<file path="config.mk">
export PLATFORM = sky130hd
export DESIGN_NAME = t_using_d_counter_flat
export DESIGN_NICKNAME = d
export VERILOG_FILES = /design/src/rtl/t_using_d_counter_if.sv /design/src/rtl/t_using_d_counter.sv /design/src/flat_wrapper.sv
export SDC_FILE = /design/constraint.sdc
export NUM_CORES = 1
export LEC_CHECK = 0
export ABC_CLOCK_PERIOD_IN_PS = 4340
export BUFFER_PORTS_ARGS = -buffer_cell sky130_fd_sc_hd__buf_2
export CELL_PAD_IN_SITES_DETAIL_PLACEMENT = 1
export CELL_PAD_IN_SITES_GLOBAL_PLACEMENT = 1
export CORE_MARGIN = 2
export CORE_UTILIZATION = 38
export DETAILED_ROUTE_END_ITERATION = 12
export HOLD_SLACK_MARGIN = 0.12
export PLACE_DENSITY_LB_ADDON = 0.08
export SYNTH_ARGS = -nofsm -noshare
export SYNTH_HDL_FRONTEND = slang
export SYNTH_SLANG_ARGS = --single-unit
</file>
<file path="constraint.sdc">
create_clock -name clk -period 4.34 [get_ports clk]
set_clock_uncertainty 0.1 [all_clocks]
set_input_delay 0.217 -clock clk [delete_from_list [all_inputs] [get_ports clk]]
set_output_delay 0.217 -clock clk [all_outputs]
set_load 0.02 [all_outputs]
</file>
<file path="src/rtl/t_using_d_counter_if.sv">
// Control/status bundle for the T-from-D modulo counter. The master drives the
// count controls; the slave returns the count, its toggle excitation and events.
interface t_using_d_counter_if #(
  parameter int WIDTH = 4
);
  logic             en;
  logic             up_dn;
  logic             load;
  logic [WIDTH-1:0] load_val;
  logic [WIDTH-1:0] q;
  logic [WIDTH-1:0] t_vec;
  logic             tc;
  logic             wrap;

  modport master (
    output en, up_dn, load, load_val,
    input  q, t_vec, tc, wrap
  );

  modport slave (
    input  en, up_dn, load, load_val,
    output q, t_vec, tc, wrap
  );
endinterface

</file>
<file path="src/rtl/t_using_d_counter.sv">
// Modulo-N up/down counter whose bits are T flops built from D flops (D = T ^ Q); q updates one edge
// after sampling, tc/t_vec are same-cycle. T_USING_D_SATURATE_EN selects saturation instead of wrapping.
module t_using_d_counter #(
  parameter int WIDTH     = 4,
  parameter int MOD_VALUE = 10
) (
  input  logic               clk,
  input  logic               rst,
  t_using_d_counter_if.slave bus
);

  if ((WIDTH < 2) || (WIDTH > 16)) begin : g_bad_width
    $fatal(1, "t_using_d_counter: WIDTH %0d outside 2..16", WIDTH);
  end
  if ((MOD_VALUE < 2) || (MOD_VALUE > (1 << WIDTH))) begin : g_bad_mod
    $fatal(1, "t_using_d_counter: MOD_VALUE %0d outside 2..2**WIDTH", MOD_VALUE);
  end

  localparam logic [WIDTH-1:0] MAX_Q = WIDTH'(MOD_VALUE - 1);

  logic [WIDTH-1:0] q_q;
  logic [WIDTH-1:0] q_d;
  logic [WIDTH-1:0] next_q;
  logic [WIDTH-1:0] t_vec;
  logic             wrap_q;
  logic             wrap_d;

  // Target value of the count; only used to derive the toggle excitation.
  always_comb begin
    next_q = q_q;
    wrap_d = 1'b0;
    if (rst) begin
      next_q = '0;
    end else if (bus.load) begin
      next_q = (bus.load_val > MAX_Q) ? MAX_Q : bus.load_val;
    end else if (bus.en) begin
      if (bus.up_dn) begin
        if (q_q >= MAX_Q) begin
`ifdef T_USING_D_SATURATE_EN
          next_q = (q_q == MAX_Q) ? q_q : '0;
`else
          next_q = '0;
          wrap_d = 1'b1;
`endif
        end else begin
          next_q = q_q + WIDTH'(1);
        end
      end else begin
        if ((q_q == '0) || (q_q > MAX_Q)) begin
`ifdef T_USING_D_SATURATE_EN
          next_q = (q_q == '0) ? q_q : MAX_Q;
`else
          next_q = MAX_Q;
          wrap_d = 1'b1;
`endif
        end else begin
          next_q = q_q - WIDTH'(1);
        end
      end
    end
  end

  assign t_vec = next_q ^ q_q;
  assign q_d   = t_vec ^ q_q;

  always_ff @(posedge clk) begin
    if (rst) begin
      q_q    <= '0;
      wrap_q <= 1'b0;
    end else begin
      q_q    <= q_d;
      wrap_q <= wrap_d;
    end
  end

  assign bus.q     = q_q;
  assign bus.t_vec = t_vec;
  assign bus.tc    = bus.up_dn ? (q_q == MAX_Q) : (q_q == '0);
  assign bus.wrap  = wrap_q;

endmodule

</file>
<file path="src/flat_wrapper.sv">
// flat-port wrapper written by rule: the top's interface ports become plain ports
module t_using_d_counter_flat 
#(
  parameter int WIDTH     = 4,
  parameter int MOD_VALUE = 10
)
  (clk, rst, bus_en, bus_up_dn, bus_load, bus_load_val, bus_q, bus_t_vec, bus_tc, bus_wrap);
  t_using_d_counter_if #(.WIDTH(WIDTH)) bus_i ();
  input  logic clk;
  input  logic rst;
  input wire logic [$bits(bus_i.en)-1:0] bus_en;
  input wire logic [$bits(bus_i.up_dn)-1:0] bus_up_dn;
  input wire logic [$bits(bus_i.load)-1:0] bus_load;
  input wire logic [$bits(bus_i.load_val)-1:0] bus_load_val;
  output wire logic [$bits(bus_i.q)-1:0] bus_q;
  output wire logic [$bits(bus_i.t_vec)-1:0] bus_t_vec;
  output wire logic [$bits(bus_i.tc)-1:0] bus_tc;
  output wire logic [$bits(bus_i.wrap)-1:0] bus_wrap;
  assign bus_i.en = bus_en;
  assign bus_i.up_dn = bus_up_dn;
  assign bus_i.load = bus_load;
  assign bus_i.load_val = bus_load_val;
  assign bus_q = bus_i.q;
  assign bus_t_vec = bus_i.t_vec;
  assign bus_tc = bus_i.tc;
  assign bus_wrap = bus_i.wrap;
  t_using_d_counter #(.WIDTH(WIDTH), .MOD_VALUE(MOD_VALUE)) u_core (.clk(clk), .rst(rst), .bus(bus_i));
endmodule
</file>
# Word level (Yosys, flattened, before mapping)

Index checks and enable logic that the tools add are counted.

Register bits: 5
Output and inout bits: 10
Logic and storage cells: 25
Bits of input ports: 9

Bitwise gates (word level): 3
Reductions and logical operators: 3
$lt $le $gt $ge: 3
Multiplexer cells: 11
Equal/unequal tests: 1
Add/sub/neg operators: 2

Operator list:

| operator                                                           | count |
|---|---|
| 4-bit two-way mux                                                  | 7 |
| 4-bit > comparator, second input constant                          | 2 |
| 4-bit bitwise XOR                                                  | 2 |
| 4-bit by 1-bit adder with 4-bit output, second input constant      | 1 |
| 4-bit == test, second input constant                               | 1 |
| 4-bit >= comparator, second input constant                         | 1 |
| 4-bit zero test                                                    | 1 |
| 1-bit two-way mux                                                  | 4 |
| 4-bit by 1-bit subtractor with 4-bit output, second input constant | 1 |
| 3-bit OR reduction                                                 | 1 |
| 1-bit logical OR                                                   | 1 |
| 1-bit inverter                                                     | 1 |

# Longest topological paths before layout

Gate-level depths: netlist of the first run.

Depth in word-level cells: 9
Mapped depth: 8
Gate-level depth less buffers: 7

# Worst setup path before layout of the first run

Ideal clock, no wire load.

Kind: register -> output
Start: register u_core.q_q[1] (netlist: u_core.bus.q[1])
End: output port bus_t_vec[3]
Arrival time: 2.142 ns
Setup slack: 1.881 ns
Buffers on the path: 0
Stages on the path, launching flop included: 8
Data required time: 4.023 ns
Cells stage by stage: dfxtp_1 -> inv_1 -> ha_1 -> nor3b_2 -> o21ai_0 -> or3_1 -> o221a_2 -> a31oi_1

Cells in the longest elaborated chain, start to end: 8
Elaborated cells between the ends (all ways): 13
Those cells by class: add/sub: 2; order compare: 2; mux: 6; bitwise: 1; reduce/logical: 2

Ends and longest elaborated chain:

| item                                                  | line                    | text |
|---|---|---|
| start, declared                                       | t_using_d_counter.sv:21 | `logic [WIDTH-1:0] q_q;` |
| start signal, assigned                                | t_using_d_counter.sv:71 | `q_q <= q_d;` |
| 4-bit > comparator or 4-bit zero test (tied branches) | t_using_d_counter.sv:49 | `if ((q_q == '0) \|\| (q_q > MAX_Q)) begin` |
| 1-bit logical OR                                      | t_using_d_counter.sv:49 |  |
| 4-bit two-way mux                                     | t_using_d_counter.sv:49 |  |
| 4-bit two-way mux *                                   | t_using_d_counter.sv:37 | `if (bus.up_dn) begin` |
| 4-bit two-way mux *                                   | t_using_d_counter.sv:36 | `end else if (bus.en) begin` |
| 4-bit two-way mux *                                   | t_using_d_counter.sv:34 | `end else if (bus.load) begin` |
| 4-bit two-way mux *                                   | t_using_d_counter.sv:32 | `if (rst) begin` |
| 4-bit bitwise XOR *                                   | t_using_d_counter.sv:63 | `assign t_vec = next_q ^ q_q;` |
| end, declared                                         | flat_wrapper.sv:16      | `output wire logic [$bits(bus_i.t_vec)-1:0] bus_t_vec;` |

Every way passes the cells marked *; elsewhere a longest branch is shown, timed or not.

# Worst setup path in the final report of the first run

Start: register u_core.q_q[0] (netlist: u_core.bus.q[0])
End: output port bus_t_vec[1]

Same word-level chain as after synthesis.

==> reports/metrics.yaml, run 1 <==
status:
  status: "finished clean"
routing:
  detail_route.wl_per_cell_um: 15.29
  wl_um: 1835
  viasPerCell: 5.942
  first_iter_violations: 4
  drc: 0
  ant_nets: 0
  drt-pass1-iter-count: 2
  vias: 713
yosys:
  synth.area.top_cells: "dfxtp_1 (15%), ha_1 (7.7%), nor2_1 (5.7%), a21oi_1 (5.4%), o21ai_0 (4.6%)"
  synth-compound-area-share: 0.3218
  synthMuxAreaShare: 0.01533
  synth_cells: 88
  synth_warnings: 0
  synth_edf_count: 0
  synthSimpleGateAreaFrac: 0.3046
  ys_seq_elements: 5
  syn-num-nets: 101
  synthDistinctLibCells: 38
  synth_xor_xnor_area_share: 0.02682
  synth_top_area_frac: 0.1533
  yosys.area.top_type: "dfxtp_1"
  synthAdderAreaFrac: 0.07663
  async_reset_ff_frac: 0
  synth-main-ff-cell: "dfxtp_1"
  syn-cell-area_um2: 653.1
  synth_top_family_by_area: "compound AO/OA/AOI/OAI gates"
  avgSynthCellArea_um2: 7.422
  ys_seq_area_frac: 0.1533
sta:
  timing.slew.headroom: 0.6735
  fmax_ghz: 0.3589
  hold_viol: 0
  rsz0062_at_grt: "no"
  min_period_ps: 2786
  tightest_slew_ps: 486.4
  drv_slew: 0
  setup_viol: 0
  holdWs_ps: 140.6
  setup_tns_ps: 0
  fin_crit_sh: 0.6420
worst_setup_path:
  cp-start-kind: "register"
  cp-startpoint: "u_core.bus.q[0]$_SDFF_PP0_"
  reg2reg_from: "u_core.bus.q[1]$_SDFF_PP0_"
  critical_path_arrival_ps: 2470
  worstSetupEndpointType: "output pin"
  crit_type: "reg2out"
  crit_fanout: 9
  cp.required_ps: 4020
cells_and_area:
  antenna_cells: 0
  ff_latch_area_um2: 100.1
  utilization: 0.4807
  num-fill-cells: 216
  drive_above_1_share: 0.2885
  multiInputGateArea_um2: 486.7
  stdcell_area_um2: 749.5
  nets: 118
  syn2layout_area_growth_pct: 14.75
clock_tree:
  cts_tree: "built"
  clkSinkCount: 5
  cts-resized-gates: 0
  numCtsBuffers: 3
  post-cts-setup-buffers: 0
  root_buffer: "clkbuf_4"
  cts_max_level: 1
  clk-insertion-delay-late_ps: 250
  postCtsHoldBufs: 0
  cts_buffer_depth: 2
  clkTransAtPathRegs_ps: 50
place:
  placed_area_um2: 723.2
  dpl.hpwl_um: 1444
  numPortBuffers: 18
  gp_congestion: 0.7787
die:
  core_mm2: 0.001559
  initial_utilization: 0.4189
  rows: 14
  die-height_um: 45.46
  dieArea_mm2: 0.002066
  ios: 19
  die_x_um: 45.46
power_and_ir_drop:
  total_power_mw: 0.2127
  p_leak_nw: 0.3343
  power_density_mw_per_mm2: 283.8
  ir_worst_vdd_v: 0.0001354
worst_hold_path:
  hold_path.startpoint: "rst"
  hp-class: "in2reg"
grt:
  antenna_found_initial: 0
  grt_use_total: 0.2152
  grt_max_degree: 15
  grt_pass1_vias: 700
  grt_pass1_wl_um: 3194
  grt-ovfl-total: 0
run:
  cap_violations: 0
## registers in the layout, indices dropped and copies added (netlist names)
name             count
u_core.bus.q         4
u_core.bus.wrap      1
## metrics by stage
step / setup WS (ps) / instances
after detailed placement: 1823 / 116
final: 1554 / 120
after CTS: 1546 / 120
after floorplan: 1881 / 88
after global routing: 1359 / 120
after global placement: 1819 / 116
## Yosys cell counts, types with 3 or more instances
| library cell | instances |
|---|---|
| nor3_1 | 3 |
| inv_1 | 6 |
| a31oi_1 | 3 |
| nor2_1 | 10 |
| dfxtp_1 | 5 |
| ha_1 | 4 |
| nand3_1 | 3 |
| a311oi_1 | 3 |
| o21ai_0 | 6 |
| nand2_1 | 3 |
| a21oi_1 | 7 |
## final timing paths
| path | end | slack [ps] | depth (start not counted) |
|---|---|---|---|
| hold reg to reg | u_core.bus.q[2]$_SDFF_PP0_ | 600 | 2 |
| setup reg to reg | u_core.bus.q[3]$_SDFF_PP0_ | 2120 | 7 |
| hold / removal | u_core.bus.wrap$_SDFF_PP0_ | 140 | 2 |
| setup / recovery | bus_t_vec[1] | 1550 | 8 |
## final cells by class
cell class	count	share of cell area
clock buffer	4	0.03506
inverter	7	0.03506
multi-input combinational	70	0.6494
sequential	5	0.1336
tap	16	0.02671
timing repair buffer	18	0.1202
## worst max-delay path, cell delays in order (launching register included)
cell      delay, ps
dfxtp_1         500
inv_1           150
ha_1            250
o21bai_1        250
o21ai_0         220
and2_4          250
a31o_1          170
a221o_1         290
buf_2           160
## report_power, final
part / switching (mW) / leakage, nW / internal (mW)
logic: 0.0568 / 0.278 / 0.0395
registers: 0.00941 / 0.0414 / 0.0498
clock network: 0.0223 / 0.0150 / 0.0350
## kinds of logic after synthesis
family                   count (synthesis)
adder cells (fa/ha/maj)                  4
AO/OA/AOI/OAI                           29
flip-flops                               5
XOR/XNOR                                 2
AND/OR/NAND/NOR                         34
buffers and inverters                   13
multiplexers                             1
## metal layers
layer	part of all wire	track usage	vias up	wire, um
li1	-	-	356	-
met2	0.49	0.3634	16	895
met3	0.045	0.07143	0	83
met4	0	0.01765	0	0
met1	0.47	0.2747	341	856
met5	0	0	-	0
## cells in the final DEF (no fill, tap or decap), drive strengths merged, types with 4 or more instances in the layout
cell	n
buf	18
nor2	10
a21oi	7
inv	7
o21ai	6
dfxtp	5
ha	4
clkbuf	4
(Power assumes the default switching activity.)
==> run 2: changes to the inputs <==
Settings changed: ABC_CLOCK_PERIOD_IN_PS 4340 to 2700, CORE_UTILIZATION 38 to 35.
Clock period 4.34 ns to 2.7 ns, I/O delays scaled along.
==> reports/metrics.yaml, run 2 (synthesis results as in run 1) <==
status:
  status: "finished clean"
grt:
  grt_pass1_wl_um: 3022
  grt_pass1_vias: 640
  grt_util_met2: 0.2959
  use_met1: 0.2620
  grt_max_degree: 15
  grt_use_total: 0.1900
  antenna_found_initial: 0
  grt-ovfl-total: 0
  grt-busiest-layer: "met2"
  gr-usage-met3: 0.04615
routing:
  drt-pass1-iter-count: 4
  wl_um: 1930
  vias: 701
  detail_route.wl_per_cell_um: 14.85
  drc: 0
  ant_nets: 0
  viasPerCell: 5.392
  first_iter_violations: 15
worst_setup_path:
  critical_path_arrival_ps: 2300
  crit_type: "reg2out"
  worstSetupEndpointType: "output pin"
  cp-start-kind: "register"
  crit_fanout: 9
  cp.required_ps: 2470
cells_and_area:
  ff_latch_area_um2: 102.6
  syn2layout_area_growth_pct: 18.39
  most-common-layout-cells: "buf_2 (18), nor2_1 (10), a21oi_1 (7)"
  drive_above_1_share: 0.3143
  nets: 119
  final_common_cell: "buf_2"
  multiInputGateArea_um2: 486.7
  largest_reg_flops: 4
  num-fill-cells: 236
  antenna_cells: 0
sta:
  timing.slew.headroom: 0.7157
  setup_viol: 0
  setup_tns_ps: 0
  fin_crit_sh: 0.9387
  rsz0062_at_grt: "no"
  drv_slew: 0
  tightest_slew_ps: 425.8
  hold_viol: 0
  fmax_ghz: 0.3946
  min_period_ps: 2534
worst_hold_path:
  hp-class: "in2reg"
power_and_ir_drop:
  power_density_mw_per_mm2: 455.3
  ir_worst_vdd_v: 0.0002392
  p_leak_nw: 0.3388
  total_power_mw: 0.3521
place:
  numPortBuffers: 18
  dpl.hpwl_um: 1431
  gp_congestion: 0.8246
run:
  cap_violations: 0
die:
  ios: 19
  die-height_um: 47.20
  initial_utilization: 0.3742
  core_mm2: 0.001745
  die_x_um: 47.20
  rows: 15
  dieArea_mm2: 0.002228
clock_tree:
  root_buffer: "clkbuf_4"
  post-cts-setup-buffers: 0
  cts_tree: "built"
  clkSinkCount: 5
  clkTransAtPathRegs_ps: 50
  cts_buffer_depth: 2
  clk-insertion-delay-late_ps: 260
  cts_max_level: 1
  numCtsBuffers: 3
==> run 2: timing repair <==
action                     4_1_cts  5_1_grt
hold buffers                     1        0
hold endpoints to repair         1        0
setup endpoints to repair        1        3
gates resized for setup          1        3
==> run 2: final timing paths <==
kind / slack, ps / cells past startpoint / to / startpoint
worst max-delay path: 170 / 8 / bus_t_vec[1] / u_core.bus.q[0]$_SDFF_PP0_
worst min-delay path: 200 / 3 / u_core.bus.q[3]$_SDFF_PP0_ / bus_en
worst max register to register: 630 / 7 / u_core.bus.q[3]$_SDFF_PP0_ / u_core.bus.q[0]$_SDFF_PP0_
worst min register to register: 590 / 2 / u_core.bus.q[2]$_SDFF_PP0_ / u_core.bus.q[2]$_SDFF_PP0_
==> run 2: layout make-up <==
class / count / share of cell area
multi-input cells: 70 / 0.6294
flip-flops and latches: 5 / 0.1327
repair buffers: 19 / 0.1294
well taps: 25 / 0.04045
clock buffers: 4 / 0.03398
inverters: 7 / 0.03398
==> run 2: where the power goes <==
group	total (mW)	internal [mW]	switching (mW)
logic	0.157	0.0650	0.0923
clock network	0.0984	0.0566	0.0418
registers	0.0964	0.0805	0.0158
total	0.352	0.202	0.150
==> run 2: layer usage <==
metal  up-vias  share of wire
li1        355              -
met1       331           0.49
met2        13           0.46
met3         2          0.038
met4         0         0.0041
met5         -              0
==> run 2: through the flow <==
step | hold slack (ps) | util | instance area [um2] | std cells | setup slack (ps)
3_5_place_dp | 315.1 | 0.4208 | 734.5 | 125 | 275.4
4_1_cts | 202.9 | 0.4423 | 772.0 | 130 | 31.83
5_1_grt | 227.8 | 0.4430 | 773.2 | 130 | 62.92
6_report | 204.4 | 0.4430 | 773.2 | 130 | 165.6
3_3_place_gp | 306.9 | 0.4208 | 734.5 | 125 | 256.6
2_1_floorplan | 113.2 | - | 653.1 | 88 | 323.4
==> run 2: critical path: stages, from the launching register on <==
cell and delay [ps]:
dfxtp_2 430, inv_1 130, ha_1 250, o21bai_1 230, o21ai_1 170, and2_4 230
a31o_1 170, a221o_1 280, buf_2 160
==> run 3: changes to the inputs <==
Settings changed: PLACE_DENSITY set to 0.74, PLACE_DENSITY_LB_ADDON 0.08 to unset.
==> reports/metrics.yaml, run 3 (synthesis results as in run 1) <==
power_and_ir_drop:
  total_power_mw: 0.3454
  p_sw_mw: 0.1438
  p_seq_frac: 0.277
  p_leak_nw: 0.3385
  power_density_mw_per_mm2: 447.4
  p_int_mw: 0.2016
  sw_frac_of_total: 0.4163
  ir_worst_vdd_v: 0.0002601
  pwr-share-clk: 0.266
  comb_power_share: 0.456
sta:
  min_period_ps: 2562
  hold_viol: 0
  fin_crit_sh: 0.9490
  timing.slew.headroom: 0.6853
  holdWs_ps: 202.0
  fmax_ghz: 0.3903
  rsz0062_at_grt: "no"
  setup_viol: 0
  worst_slack_ps: 137.6
  tightest_slew_ps: 471.5
  setup_tns_ps: 0
  drv_slew: 0
cells_and_area:
  num-fill-cells: 239
  syn2layout_area_growth_pct: 18.20
  ff_latch_area_um2: 101.3
  drive_above_1_share: 0.3048
  fin_cells: 130
  largest_reg_flops: 4
  stdcell_area_um2: 772.0
  nets: 119
  antenna_cells: 0
  multiInputGateArea_um2: 486.7
  utilization: 0.4423
  most-common-layout-cells: "buf_2 (18), nor2_1 (10), a21oi_1 (7)"
  final_common_cell: "buf_2"
worst_hold_path:
  whs_endpoint: "u_core.bus.q[1]$_SDFF_PP0_"
  worstHoldPathCells: 4
  hold_path.startpoint: "bus_load_val[1]"
  hp-class: "in2reg"
clock_tree:
  post-cts-setup-buffers: 0
  clkTransAtPathRegs_ps: 50
  root_buffer: "clkbuf_4"
  numCtsBuffers: 3
  cts_tree: "built"
  clk-insertion-delay-late_ps: 250
  cts_buffer_depth: 2
  clkSinkCount: 5
  cts_max_level: 1
die:
  die_x_um: 47.20
  dieArea_mm2: 0.002228
  rows: 15
  core_mm2: 0.001745
  die-height_um: 47.20
  initial_utilization: 0.3742
  ios: 19
routing:
  drc: 0
  drt-pass1-iter-count: 4
  wl_met2_um: 916
  vias: 717
  detail_route.wl_per_cell_um: 14.44
  wl_um: 1877
  viasPerCell: 5.515
  dr.max_layer_used: "met4"
  first_iter_violations: 9
  wl_met1_um: 843
  ant_nets: 0
  wl_met3_um: 81
worst_setup_path:
  crit_chain: "inv_2, ha_1, nor3b_2, o21ai_0, or3_1, o221a_2, a31oi_1, buf_2"
  worstSetupEndpointType: "output pin"
  crit_family: "simple AND/OR/NAND/NOR gates"
  reg2reg_slack_ps: 560
  crit_fanout: 7
  crit_slowest_cell: "dfxtp_1"
  critical_path_arrival_ps: 2330
  worst-path-buf-inv: 2
  slowest_delay_ps: 410
  r2r_cells: 7
  cp.required_ps: 2470
  reg2reg_from: "u_core.bus.q[1]$_SDFF_PP0_"
  crit_type: "reg2out"
  regToRegEndpoint: "u_core.bus.q[3]$_SDFF_PP0_"
  cp-start-kind: "register"
place:
  placed_cells: 125
  numPortBuffers: 18
  gp_congestion: 0.8000
  placed_area_um2: 734.5
  place_ws_ps: 286.0
  dpl.hpwl_um: 1434
grt:
  grt_use_total: 0.2006
  antenna_found_initial: 0
  grt_max_degree: 15
  grt-ovfl-total: 0
  grt_pass1_wl_um: 3091
  grt_pass1_vias: 697
run:
  cap_violations: 0
status:
  status: "finished clean"
run 3: cell counts in the layout (fill, tap and decap cells not counted):
No cell type changed its count.
run 3: worst max path at each step:
stage / start / end / cells past startpoint
floorplan: u_core.bus.q[1]$_SDFF_PP0_ / bus_t_vec[3] / 7
global placement: u_core.bus.q[0]$_SDFF_PP0_ / bus_t_vec[1] / 8
detailed placement: u_core.bus.q[0]$_SDFF_PP0_ / bus_t_vec[1] / 8
CTS: u_core.bus.q[1]$_SDFF_PP0_ / bus_t_vec[1] / 8
global route: u_core.bus.q[1]$_SDFF_PP0_ / bus_t_vec[3] / 8
finish: u_core.bus.q[1]$_SDFF_PP0_ / bus_t_vec[3] / 8
run 3: power by group through the flow:
stage | Sequential, mW | Combinational [mW] | Clock, mW
floorplan | 0.0949 | 0.120 | 0
global placement | 0.0962 | 0.152 | 0
detailed placement | 0.0968 | 0.155 | 0
CTS | 0.0958 | 0.158 | 0.0954
global route | 0.0983 | 0.174 | 0.0990
finish | 0.0957 | 0.158 | 0.0920
run 3: layout make-up:
| cell class | count | share of cell area |
|---|---|---|
| well taps | 25 | 0.04052 |
| multi-input cells | 70 | 0.6305 |
| clock buffers | 4 | 0.03404 |
| flip-flops and latches | 5 | 0.1313 |
| repair buffers | 19 | 0.1297 |
| inverters | 7 | 0.03404 |
run 3: worst reg2reg max path, delay by kind of cell (launching register included):
| family | cells | cell delay, ps |
|---|---|---|
| AOI/OAI and AO/OA | 3 | 680 |
| and+or+nand+nor | 2 | 540 |
| DFF | 1 | 350 |
| adders and majority gates | 1 | 240 |
| buffers and inverters | 1 | 120 |
run 3: per-layer routing:
metal | vias up | global-route usage
li1 | 354 | -
met1 | 333 | 0.2517
met2 | 23 | 0.3123
met3 | 7 | 0.07308
met4 | 0 | 0.07778
met5 | - | 0
run 3: repair_timing:
item / CTS / global route
endpoints found under the setup margin: 1 / 3
resized for setup: 1 / 2
hold endpoints to repair: 1 / 0
hold buffers: 1 / 0
